`config.mk`:
```
export PLATFORM = sky130hd
export DESIGN_NAME = dlfloat16_fpu_issue_ctrl
export DESIGN_NICKNAME = d
export VERILOG_FILES = /design/src/rtl/dlfloat16_fpu_issue_ctrl.sv
export SDC_FILE = /design/constraint.sdc
export NUM_CORES = 1
export LEC_CHECK = 0
export ABC_CLOCK_PERIOD_IN_PS = 2000
export CORE_MARGIN = 2
export CORE_UTILIZATION = 49
export CTS_CLUSTER_SIZE = 40
export DETAILED_ROUTE_END_ITERATION = 10
export GPL_TIMING_DRIVEN = 0
export HOLD_SLACK_MARGIN = 0.08
export PLACE_DENSITY = 0.76
export SLEW_MARGIN = 30
export SYNTH_ARGS = -nofsm -noshare
export SYNTH_HDL_FRONTEND = slang
export SYNTH_SLANG_ARGS = --single-unit
```
`constraint.sdc`:
```
create_clock -name clk -period 2 [get_ports clk]
set_input_delay 0.4 -clock clk [delete_from_list [all_inputs] [get_ports clk]]
set_output_delay 0.4 -clock clk [all_outputs]
set_load 0.05 [all_outputs]
```
`src/rtl/dlfloat16_fpu_issue_ctrl.sv`:
```
// Issue controller for the DLFloat16 add/mul/sign-injection units: queues requests,
// drives the shared fu_* bus for the unit's fixed latency and returns tagged results.
module dlfloat16_fpu_issue_ctrl #(
  parameter int unsigned DEPTH   = 4,
  parameter int unsigned LAT_ADD = 2,
  parameter int unsigned LAT_MUL = 3,
  parameter int unsigned LAT_SGN = 1
) (
  input  logic        clk,
  input  logic        rst_n,
  input  logic        req_valid,
  output logic        req_ready,
  input  logic [3:0]  req_op,
  input  logic [1:0]  req_sel,
  input  logic [15:0] req_a,
  input  logic [15:0] req_b,
  input  logic [2:0]  req_tag,
  output logic [3:0]  fu_ena,
  output logic [1:0]  fu_sel,
  output logic [15:0] fu_in1,
  output logic [15:0] fu_in2,
  input  logic [15:0] fu_out,
  input  logic [4:0]  fu_exc,
  output logic        rsp_valid,
  input  logic        rsp_ready,
  output logic [15:0] rsp_data,
  output logic [4:0]  rsp_exc,
  output logic [2:0]  rsp_tag,
  output logic        busy,
  output logic [15:0] done_cnt
);

  localparam int unsigned AW = (DEPTH > 1) ? $clog2(DEPTH) : 1;
  localparam int unsigned CW = AW + 1;

  localparam logic [3:0] OP_ADD = 4'b0001;
  localparam logic [3:0] OP_MUL = 4'b0010;
  localparam logic [3:0] OP_SGN = 4'b0101;

  typedef enum logic [1:0] {IDLE, EXEC, RESP} state_t;

  typedef struct packed {
    logic [3:0]  op;
    logic [1:0]  sel;
    logic [15:0] a;
    logic [15:0] b;
    logic [2:0]  tag;
  } req_t;

  req_t          mem [DEPTH];
  req_t          head;
  logic [AW-1:0] wr_ptr, rd_ptr;
  logic [CW-1:0] count;
  logic          full, push, pop;

  state_t        state;
  logic [2:0]    cnt;
  logic [2:0]    tag_q;

  function automatic logic is_legal(input logic [3:0] op);
    return (op == OP_ADD) || (op == OP_MUL) || (op == OP_SGN);
  endfunction

  function automatic logic [2:0] lat_of(input logic [3:0] op);
    logic [2:0] l;
    l = '0;
    case (op)
      OP_ADD:  l = 3'(LAT_ADD);
      OP_MUL:  l = 3'(LAT_MUL);
      OP_SGN:  l = 3'(LAT_SGN);
      default: l = '0;
    endcase
    return l;
  endfunction

  // Full blocks a push even when a pop frees a slot in the same cycle.
  assign full      = (count == CW'(DEPTH));
  assign req_ready = !full;
  assign push      = req_valid && !full;
  assign pop       = (state == IDLE) && (count != '0);
  assign head      = mem[rd_ptr];
  assign busy      = (state != IDLE) || (count != '0);

  always_ff @(posedge clk) begin
    if (push) mem[wr_ptr] <= '{op: req_op, sel: req_sel, a: req_a, b: req_b, tag: req_tag};
  end

  always_ff @(posedge clk or negedge rst_n) begin
    if (!rst_n) begin
      wr_ptr <= '0;
      rd_ptr <= '0;
      count  <= '0;
    end else begin
      if (push) wr_ptr <= wr_ptr + AW'(1);
      if (pop)  rd_ptr <= rd_ptr + AW'(1);
      case ({push, pop})
        2'b10:   count <= count + CW'(1);
        2'b01:   count <= count - CW'(1);
        default: count <= count;
      endcase
    end
  end

  always_ff @(posedge clk or negedge rst_n) begin
    if (!rst_n) begin
      state     <= IDLE;
      cnt       <= '0;
      tag_q     <= '0;
      fu_ena    <= '0;
      fu_sel    <= '0;
      fu_in1    <= '0;
      fu_in2    <= '0;
      rsp_valid <= 1'b0;
      rsp_data  <= '0;
      rsp_exc   <= '0;
      rsp_tag   <= '0;
      done_cnt  <= '0;
    end else begin
      case (state)
        IDLE: begin
          if (pop) begin
            if (is_legal(head.op)) begin
              fu_ena <= head.op;
              fu_sel <= head.sel;
              fu_in1 <= head.a;
              fu_in2 <= head.b;
              cnt    <= lat_of(head.op);
              tag_q  <= head.tag;
              state  <= EXEC;
            end else begin
              // Illegal code never reaches a unit; answer directly with invalid-op.
              rsp_data  <= '0;
              rsp_exc   <= 5'b10000;
              rsp_tag   <= head.tag;
              rsp_valid <= 1'b1;
              state     <= RESP;
            end
          end
        end
        EXEC: begin
          if (cnt == '0) begin
            rsp_data  <= fu_out;
            rsp_exc   <= fu_exc;
            rsp_tag   <= tag_q;
            rsp_valid <= 1'b1;
            fu_ena    <= '0;
            fu_sel    <= '0;
            fu_in1    <= '0;
            fu_in2    <= '0;
            state     <= RESP;
          end else begin
            cnt <= cnt - 3'd1;
          end
        end
        RESP: begin
          if (rsp_ready) begin
            rsp_valid <= 1'b0;
            done_cnt  <= done_cnt + 16'd1;
            state     <= IDLE;
          end
        end
        default: state <= IDLE;
      endcase
    end
  end

endmodule

```
* Yosys cells after proc, flatten, opt, wreduce, memory -nomap -nowiden *
Memories as Yosys holds them, arrays and structs flattened.
Index checks and enable logic that the tools add are counted.

storage, ports and cells
  input port bits = 66
  memories = 1
  memory bits (writable) = 164
  register bits = 94

memories
  name  words  bits a word  rd ports  clocked after memory_dff  write ports  line  source
  mem   4      41           1         0                         1            50    req_t mem [DEPTH];

operators by class
  multiplexer cells = 45
  reduce and logical (&&, ||, !) cells = 20
  equal/unequal tests = 14
  add/sub/neg operators = 6

operators by type and width
  kind                                                 count
  two-way mux 16 bit                                   8
  case mux 16 bit (2 select lines)                     3
  two-way mux 3 bit                                    6
  case mux 3 bit (2 select lines)                      3
  adder 16 x 1 -> 16 bit, second input constant        1
  two-way mux 5 bit                                    3
  two-way mux 2 bit                                    7
  two-way mux 4 bit                                    3
  case mux 2 bit (3 select lines)                      2
  AND reduction 4 bit                                  3
  != test 2 bit, second input constant                 5
  case mux 5 bit (2 select lines)                      1
  case mux 4 bit (2 select lines)                      1
  two-way mux 1 bit                                    6
  AND reduction 3 bit                                  2
  nonzero test 2 bit                                   3
  nonzero test 3 bit                                   2
  subtractor 3 x 1 -> 3 bit, second input constant     2
  AND reduction 5 bit                                  1
  adder 2 x 1 -> 2 bit, second input constant          2
  equality test 2 x 1 -> 1 bit, second input constant  2
  equality test 2 bit, second input constant           2
  equality test 4 x 1 -> 1 bit, second input constant  1
  equality test 4 x 2 -> 1 bit, second input constant  1
  12 further kinds                                     15

* Depth between registers and ports, before layout *
An unclocked memory read counts as a cell.

  depth in word-level cells = 7
  depth in mapped cells = 10
  mapped depth without buffers = 10

* Least setup slack after synthesis *
No wires, ideal clock.

  path kind = reg2reg
  start point = reg count[0]
  end point = mem mem[0][0] (netlist name), enable pin
  buffers on the path = 0
  cell stages (with the launch flop) = 4
  arrival time = 2.042 ns
  clock period less this slack = 2.444 ns
  setup slack = -0.444 ns
  setup time = 0.403 ns
  path through = dfrtp_1 > inv_1 > nand3_1 > and3_1

on the way
  word-level cells in the longest chain between the ends = 5

ends and longest elaborated chain
  element                                  line  source
  start: declaration                       53    logic [CW-1:0] count;
  start signal: assignment                 97    2'b10: count <= count + CW'(1);
  start signal: assignment                 98    2'b01: count <= count - CW'(1);
  start signal: assignment                 99    default: count <= count;
  equality test 3 bit                      77    assign full = (count == CW'(DEPTH));
  logical NOT 1 bit                        n/a
  net req_ready                            12    output logic req_ready,
  logical AND 1 bit                        79    assign push = req_valid && !full;
  two-way mux 1 bit                        85    if (push) mem[wr_ptr] <= '{op: req_op, sel: req_sel, a: req_a, b: req_b, tag: req_tag};
  two-way mux 1 bit (implied by the code)  85
  end: declaration                         50

The timed path passes the listed nets, and every way through them passes these cells.

* Worst setup path in the final report *
  start point = reg rd_ptr[0]
  end point = reg fu_in2[14]

on the way
  word-level cells in the longest chain between the ends = 6
  elaborated cells on any way between the ends = 11
  those cells by class = eq/ne (4); mux (3); reduce/logical (3); memory (1)

ends and longest elaborated chain
  element                                                                              line  source
  start: declaration                                                                   52    logic [AW-1:0] wr_ptr, rd_ptr;
  start signal: assignment                                                             95    if (pop) rd_ptr <= rd_ptr + AW'(1);
  memory (4 x 41 bit) (*)                                                              n/a
  equality test 4 x 1 -> 1 bit / equality test 4 x 2 -> 1 bit (equally long branches)  61    return (op == OP_ADD) || (op == OP_MUL) || (op == OP_SGN);
  logical OR 1 bit (2 in a row)                                                        61
  != test 2 x 1 -> 1 bit (no source line)                                              n/a
  AND reduction 4 bit (no source line)                                                 n/a
  end signal: assignment                                                               126   fu_in2 <= head.b;
  end: declaration                                                                     21    output logic [15:0] fu_in2,

Every way passes the cells marked *; elsewhere a longest branch is shown, timed or not. The select of a mux whose other input is x is not followed.
A chain may end at the register's enable or synchronous reset.

==> reports/qor.yml <==
status: "finished with violations"
violations: "setup timing"
finalClockSkew_ps: 12.0
antenna_found_initial: 1
path_clk_slew_ps: 60
vdd_ir_drop_max_v: 0.00103
path_max_fanout: 7
synth_edf_count: 164
r2r_cells: 9
num_rows: 52
wire_per_inst_um: 21.0
final_area_sq_um: 13800
cp_data_arrival_time_ps: 2690
path_buf_inv: 4
ant_nets: 0
crit_required_ps: 2420
synth_area_sq_um: 10100
place_ws_ps: -524
syn-num-nets: 704
worst_path_largest_cell_delay_ps: 570
worst_slack_ps: -267
ys_types: 41
htreeDepth: 1
drv_cap: 0
slowest_stage: "mux4_2"
synthFlopType: "edfxtp_1"
max_slew_margin: 0.421
synth_common_cells: "edfxtp_1 (164), dfrtp_1 (94), nand3_1 (60)"
core-area_sq_um: 20200
gp_congestion: 0.845
yosysWarnings: 0
nets: 913
routed_wirelength_mm: 23.8
cts_root_buf: "clkbuf_16"
p_leak_nw: 5.54
grt_max_degree: 49
rsz0062_at_grt: "yes"
insertion_delay_ps: 540
endpoint_kind: "flip-flop"
drive_above_1_share: 0.303
die_y_um: 147
synth_largest_area_cell: "edfxtp_1"
io_pins: 147
numCtsBuffers: 27
synth_top_area_share: 0.490
first_global_vias: 6754
dp_hpwl_mm: 14.1
cp.depth: 9
dr.pass1.iters: 5
synth-seq-area-share: 0.723
num_vias: 6243
period_needed_ps: 2270
grt_usage: 0.217
synth_seq_cells: 258
viasPerCell: 5.52
clock_sinks: 258
final-setup-viol-count: 70
final_core_util: 0.685
globalRouteOverflowTotal: 0
async_reset_ff_frac: 0.364
worst_pin_slew_ps: 868
start_util: 0.499
netlist_instances: 629
placed_area_sq_um: 11900
syn_to_final_growth_pct: 37.4
power.total_mw: 23.4
criticalPathCategory: "reg -> reg"
hold_violations: 0
synth_area_leaders: "edfxtp_1 (49%), dfrtp_1 (23%), mux4_2 (9.2%)"
syn_avg_cell_area_sq_um: 16.0
drt_iter0_drc: 359
critPathLaunchType: "flip-flop"
grt_pass1_wl_mm: 36.7
dieArea_sq_um: 21700
min_path_type: "in -> async"
drc_errors: 0
die-width_um: 147
fmax_mhz: 441
path_cells: "buf_6 -> mux4_2 -> nor3b_4 -> o21ai_4 -> buf_12 -> buf_12 -> buf_8 -> nand3_1 -> o21ai_2"
cts_tree: "yes"
clock_path_buffers: 3
io_buffer_count: 146
period_share: 1.13
final_max_slew_viol_count: 0
cpLargestDelayFamily: "buffers and inverters"
power_density_nw_per_um2: 1690
crit_top_cell: "buf_12"
synth_most_common_cell: "edfxtp_1"
==> registers in the layout, summed over array words and instances (netlist names) <==
signal and count:
fu_in2 16, mem 164, fu_sel 2, tag_q 3, fu_ena 4, wr_ptr 2
rsp_data 16, rsp_valid 1, rsp_exc 5, count 3, cnt 3, fu_in1 16
rd_ptr 2, done_cnt 16, state 2, rsp_tag 3
==> path summary, 6_finish.rpt <==
kind / start / endpoint / slack (ps)
min in group clk: fu_out[10] / rsp_data[10] / 440
max reg2reg: rd_ptr[0] / fu_in2[14] / -270
max: rd_ptr[0] / fu_in2[14] / -270
min reg2reg: done_cnt[15] / done_cnt[15] / 470
min: rst_n / done_cnt[14] / 380
max in group asynchronous: rst_n / state[1] / 1010
==> power by group <==
part | total [mW] | switching, mW | internal [mW]
Combinational | 10.2 | 5.96 | 4.24
Sequential | 7.83 | 0.736 | 7.10
Clock | 5.35 | 2.02 | 3.33
Total | 23.4 | 8.72 | 14.7
==> layer usage <==
metal  GRT usage  wire length (um)  vias to the layer above
li1            -                 -                     2756
met1       0.273              9340                     3210
met2       0.388             12400                      227
met3      0.0447              1480                       50
met4      0.0558               549                        0
met5           0                 0                        -
==> per-stage QoR <==
| step | hold WS (ps) | std cells | TNS [ps] |
|---|---|---|---|
| floorplan | 104 | 629 | -14.5 |
| global placement | 460 | 1045 | -345530 |
| detailed placement | 374 | 1046 | -32520 |
| CTS | 374 | 1122 | -11790 |
| global route | 401 | 1130 | -18100 |
| finish | 379 | 1130 | -13420 |
==> kinds of logic (layout without fill, tap and decap cells) <==
kind of cell | Yosys count | after routing | share of synthesized area
AO/OA/AOI/OAI | 70 | 70 | 0.0392
XOR/XNOR | 21 | 21 | 0.0183
adder cells (fa/ha/maj) | 9 | 9 | 0.0119
buffers and inverters | 65 | 295 | 0.0291
flip-flops | 258 | 258 | 0.723
multiplexers | 48 | 48 | 0.101
other | 0 | 1 | 0
AND/OR/NAND/NOR | 158 | 158 | 0.0774
==> layout make-up <==
type                            count  area (sq um)
Multi-Input combinational cell    306          3010
Buffer                             33           289
Sequential cell                   258          7280
Clock buffer                       38           767
Antenna cell                        1          2.50
Timing Repair Buffer              182          1810
Fill cell                        1300          6350
Inverter                           30           115
Tap cell                          270           338
Clock inverter                     12           204
==> cell usage in the layout (no fill, tap or decap), types with 5 or more instances in the layout <==
cell | netlist | final
nor2_1 | 13 | 8
xnor2_1 | 12 | 12
buf_16 | 0 | 5
nand3_2 | 0 | 41
ha_1 | 8 | 7
buf_6 | 5 | 10
clkbuf_16 | 0 | 29
clkbuf_8 | 0 | 6
clkbuf_2 | 0 | 5
dfrtp_1 | 94 | 90
buf_4 | 0 | 19
nand3_1 | 60 | 12
clkinv_2 | 0 | 5
dlygate4sd2_1 | 0 | 79
nand2_1 | 53 | 53
and3_4 | 0 | 5
bufinv_16 | 0 | 5
mux2_4 | 3 | 5
buf_2 | 9 | 6
o21ai_1 | 39 | 31
clkdlybuf4s50_1 | 0 | 64
clkbuf_1 | 18 | 15
o21ai_2 | 2 | 25
mux4_2 | 41 | 41
inv_1 | 30 | 25
nand3_4 | 0 | 7
edfxtp_1 | 164 | 164
buf_8 | 0 | 7
xor2_1 | 9 | 9
==> repair_timing <==
action / CTS / global route
setup buffers: 20 / 8
gates cloned: 6 / 2
setup endpoints to repair: 153 / 75
pin swaps: 26 / 12
gates resized for setup: 199 / 75
hold buffers: 1 / 0
endpoints found under the hold margin: 46 / 0
Note: power is estimated with default switching activity, not from simulation.
==> variant 1 (same settings) <==
The 3 states of `state_t` get a one-hot encoding in 3 bits.
--- a/src/rtl/dlfloat16_fpu_issue_ctrl.sv
+++ b/src/rtl/dlfloat16_fpu_issue_ctrl.sv
@@ -39,3 +39,3 @@
 
-  typedef enum logic [1:0] {IDLE, EXEC, RESP} state_t;
+  typedef enum logic [2:0] {IDLE = 3'b001, EXEC = 3'b010, RESP = 3'b100} state_t;
 
Formal check against the unedited RTL: same outputs for any inputs over 4 cycles, from zero or initial values and one cycle with rst_n low; so few cycles prove little.
==> variant 1 against the unedited design <==
  * The flow still finishes with violations (negative setup slack)
  * Final area is 5.4% lower
  * Combinational power is 21% lower
  * Worst setup slack worse by 0.072 ns
  * Total power is 8.9% lower
  * Worst hold slack better by 0.0078 ns
  * Sequential cell count is 1 higher
  * Sequential share of layout area is 3.1 points higher
  * Synthesized area is 1.3% lower
  * Count of clock-buffer cells in the layout is 1 lower
  * Final cell count is 7.1% lower
  * Wire length is 11% lower
==> variant 1: results (changes against the unedited design) <==
set qor(design.final.nets) 835 ;# was 913
set qor(finalSetupTns_ns) -19.18 ;# was -13.42 ns
set qor(finalCoreUtilization_pct) 65.3 ;# was 68.5%
set qor(synthDistinctLibCells) 44 ;# was 41
set qor(synth_async_sr_flop_share_pct) 36.7 ;# was 36.4%
set qor(num-fill-cells) 1436 ;# was 1300
set qor(critical_path.reg2reg.endpoint) {rsp_tag[2]$_DFFE_PN0P_} ;# was fu_in2[14]$_DFFE_PN0P_
set qor(timing.reg2reg.worst_path_depth) 7 ;# was 9
set qor(synthesis.area_per_instance_um2) 17.7 ;# was 16.0 um^2
set qor(violations_in_the_final_reports) {negative setup slack} ;# unchanged
set qor(post_drt_wl_per_cell_um) 20.1 ;# was 21.0 um
set qor(wl_met1_mm) 8.78 ;# was 9.34 mm
set qor(grtUsageMet3_pct) 4.81 ;# was 4.47%
set qor(worst_slack_ns) -0.338 ;# was -0.267 ns
set qor(grt_pass1_vias) 6083 ;# was 6754
set qor(status) {finished, violations left} ;# unchanged
set qor(layoutNonFillerInstCount) 1050 ;# was 1130
set qor(ctsResizeCount) 106 ;# was 199
set qor(via_count) 5713 ;# was 6243
set qor(cell_area_reported_after_detailed_placement_mm2) 0.0118 ;# was 0.0119 mm^2
set qor(grt_use_total_pct) 19.8 ;# was 21.7%
set qor(timing.critical_path.arrival_ns) 2.74 ;# was 2.69 ns
set qor(maxSlewHeadroom_pct) 53.6 ;# was 42.1%
set qor(setup_viol_count_final) 73 ;# was 70
set qor(max_stage_delay_ns) 0.52 ;# was 0.57 ns
set qor(syn-num-nets) 636 ;# was 704
set qor(pin_count_of_the_biggest_net_entering_global_routing) 51 ;# was 49
set qor(grt_pass1_wl_mm) 33.2 ;# was 36.7 mm
set qor(synth.cells.most_frequent) {164 x edfxtp_1, 94 x dfrtp_1, 41 x mux4_2, 41 x nand2_1, 36 x a22o_1} ;# was 164 x edfxtp_1, 94 x dfrtp_1, 60 x nand3_1
set qor(postCtsSetupRepairBufs) 10 ;# was 20
set qor(dr_wl_met2_mm) 10.5 ;# was 12.4 mm
set qor(leading_post_synthesis_cells_by_cell_area) {edfxtp_1 50%, dfrtp_1 24%, mux4_2 9.3%} ;# was edfxtp_1 49%, dfrtp_1 23%, mux4_2 9.2%
set qor(power.static_leakage_nw) 5.39 ;# was 5.54 nW
set qor(whs_ns) 0.387 ;# was 0.379 ns
set qor(n_antenna_cell) 0 ;# was 1
set qor(detailedPlacementHpwl_mm) 12.7 ;# was 14.1 mm
set qor(layout-drive-gt1-share_pct) 20.4 ;# was 30.3%
[variant 1: cell count changes after synthesis, moves of 15 or more]
cell / change
a21o_1: +21
a22o_1: +36
inv_1: -16
nand3_1: -53
nor2_1: +19
o21ai_0: -15
o21ai_1: -39
[variant 1: logic make-up after synthesis]
logic type	count (synthesis)	share of synthesized area [%]
flops	259	73.6
simple gates	113	5.33
compound gates	72	6.01
mux	49	10.2
buf+inv	38	1.84
xor+xnor	21	1.85
fa+ha+maj	9	1.21
[variant 1: where the power goes]
group	switching (W)	internal [W]
Sequential	0.000622	0.00708
Clock	0.00196	0.00362
Combinational	0.00460	0.00343
[variant 1: final cells by class]
cell class              count  share of cell area (%)
well taps                 270                    2.58
flip-flops and latches    259                    55.8
multi-input cells         264                    19.6
plain buffers              24                    1.32
repair buffers            170                    12.6
clock buffers              37                    5.68
clock inverters            12                    1.97
inverters                  14                   0.402
==> variant 2 (config.mk and constraints unchanged) <==
Made on the original files. Change the parameter `DEPTH` from 4 to 2.
--- a/src/rtl/dlfloat16_fpu_issue_ctrl.sv
+++ b/src/rtl/dlfloat16_fpu_issue_ctrl.sv
@@ -3,3 +3,3 @@
 module dlfloat16_fpu_issue_ctrl #(
-  parameter int unsigned DEPTH   = 4,
+  parameter int unsigned DEPTH   = 2,
   parameter int unsigned LAT_ADD = 2,
Behaviour: not the same (Yosys sat finds a counterexample within 4 cycles, from zero or initial values and one cycle with rst_n low).
==> variant 2 against the unedited design <==
  * Total power down 36%
  * Global-route usage shrank 1.4 points
  * Sequential cell count down 85
  * Wire length down 36%
  * Maximum frequency grew 21%
  * Synthesized area fell by 29%
  * Sequential share of layout area fell by 3.2 points
  * Worst setup slack improved by 0.39 ns
  * Final area is 31% lower
  * Largest cell class unchanged
==> variant 2: results (changes against the unedited design) <==
set qor(synthXorXnorAreaFrac_pct) 2.44 ;# was 1.83%
set qor(flip_flop_count_of_the_largest_register_all_copies_and_words_added) 82 ;# was 164
set qor(layoutNonFillerInstCount) 863 ;# was 1130
set qor(dr_wl_met2_mm) 7.20 ;# was 12.4 mm
set qor(placer_s_final_routability_congestion_estimate) 0.751 ;# was 0.845
set qor(slowest_stage) {dfrtp_1} ;# was mux4_2
set qor(power.static_leakage_nw) 4.40 ;# was 5.54 nW
set qor(num-fill-cells) 1071 ;# was 1300
set qor(dp.cells) 831 ;# was 1046
set qor(cp_max_fo) 10 ;# was 7
set qor(wl_met1_mm) 6.69 ;# was 9.34 mm
set qor(synthMuxAreaShare_pct) 9.16 ;# was 10.1%
set qor(n_antenna_cell) 0 ;# was 1
set qor(status) {completed} ;# was finished, violations left
set qor(cell_area_reported_after_detailed_placement_mm2) 0.00896 ;# was 0.0119 mm^2
set qor(synthDistinctLibCells) 50 ;# was 41
set qor(combPwrFrac_pct) 41.7 ;# was 43.6%
set qor(grt_use_total_pct) 20.3 ;# was 21.7%
set qor(worstSkewPairLatency_ns) 0.43 ;# was 0.54 ns
set qor(cts_buffers) 17 ;# was 27
set qor(grt_pass1_wl_mm) 24.9 ;# was 36.7 mm
set qor(drt_first_iter_violations) 195 ;# was 359
set qor(detailedPlacementHpwl_mm) 10.5 ;# was 14.1 mm
set qor(met2_usage_pct) 32.7 ;# was 38.8%
set qor(ir_worst_vdd_mv) 0.825 ;# was 1.03 mV
set qor(max_stage_delay_ns) 0.37 ;# was 0.57 ns
set qor(fin_crit_ns) 1.87 ;# was 2.27 ns
set qor(timing.rr.start) {cnt[0]$_DFFE_PN0P_} ;# was rd_ptr[0]$_DFFE_PN0P_
set qor(synth-compound-area-share_pct) 8.82 ;# was 3.92%
set qor(post_drt_via_cell_ratio) 5.35 ;# was 5.52
set qor(timing.critical_path.arrival_ns) 2.20 ;# was 2.69 ns
set qor(reg2reg_slack_ns) 0.13 ;# was -0.27 ns
set qor(post_synth_adder_cell_area_pct) 0.698 ;# was 1.19%
set qor(pin_count_of_the_biggest_net_entering_global_routing) 52 ;# was 49
set qor(grt.met1_usage_pct) 26.4 ;# was 27.3%
set qor(initial_antenna_violation_count) 0 ;# was 1
set qor(grt_pass1_vias) 4980 ;# was 6754
set qor(drt_pre_antenna_iters) 4 ;# was 5
set qor(last_element_of_the_critical_path) {fu_in2[0]$_DFFE_PN0P_} ;# was fu_in2[14]$_DFFE_PN0P_
set qor(power.net_switching_w) 0.00591 ;# was 0.00872 W
set qor(clock_tree.buffer_depth) 2 ;# was 3
set qor(yosysSeqAreaShare_pct) 66.1 ;# was 72.3%
set qor(synth.cells.most_frequent) {91 x dfrtp_1, 82 x edfxtp_1, 60 x mux2i_1} ;# was 164 x edfxtp_1, 94 x dfrtp_1, 60 x nand3_1
set qor(seq_power_share_pct) 35.9 ;# was 33.5%
[variant 2: cell types whose count changed after synthesis, moves of 5 or more]
cell,delta
clkbuf_1,-7
edfxtp_1,-82
mux2i_1,+59
mux4_2,-41
nand2_1,-20
nand3_1,-52
nand4_1,+35
o21ai_0,-16
o21ai_1,-35
o31ai_2,+35
xor2_1,-5
[variant 2: worst register-to-register path: stages, from the launching register on]
cell and delay, ns:
dfrtp_1 0.37, inv_1 0.05, ha_1 0.19, ha_1 0.25, nand2_1 0.13, clkbuf_2 0.26
clkbuf_2 0.28, nand4_1 0.15, o31ai_2 0.10
[variant 2: final cells by class]
class / count / area share (%)
Buffer: 33 / 2.07
Timing Repair Buffer: 150 / 15.9
Clock inverter: 7 / 1.16
Sequential cell: 173 / 49.5
Tap cell: 184 / 2.41
Multi-Input combinational cell: 266 / 22.7
Inverter: 26 / 1.02
Clock buffer: 24 / 5.14
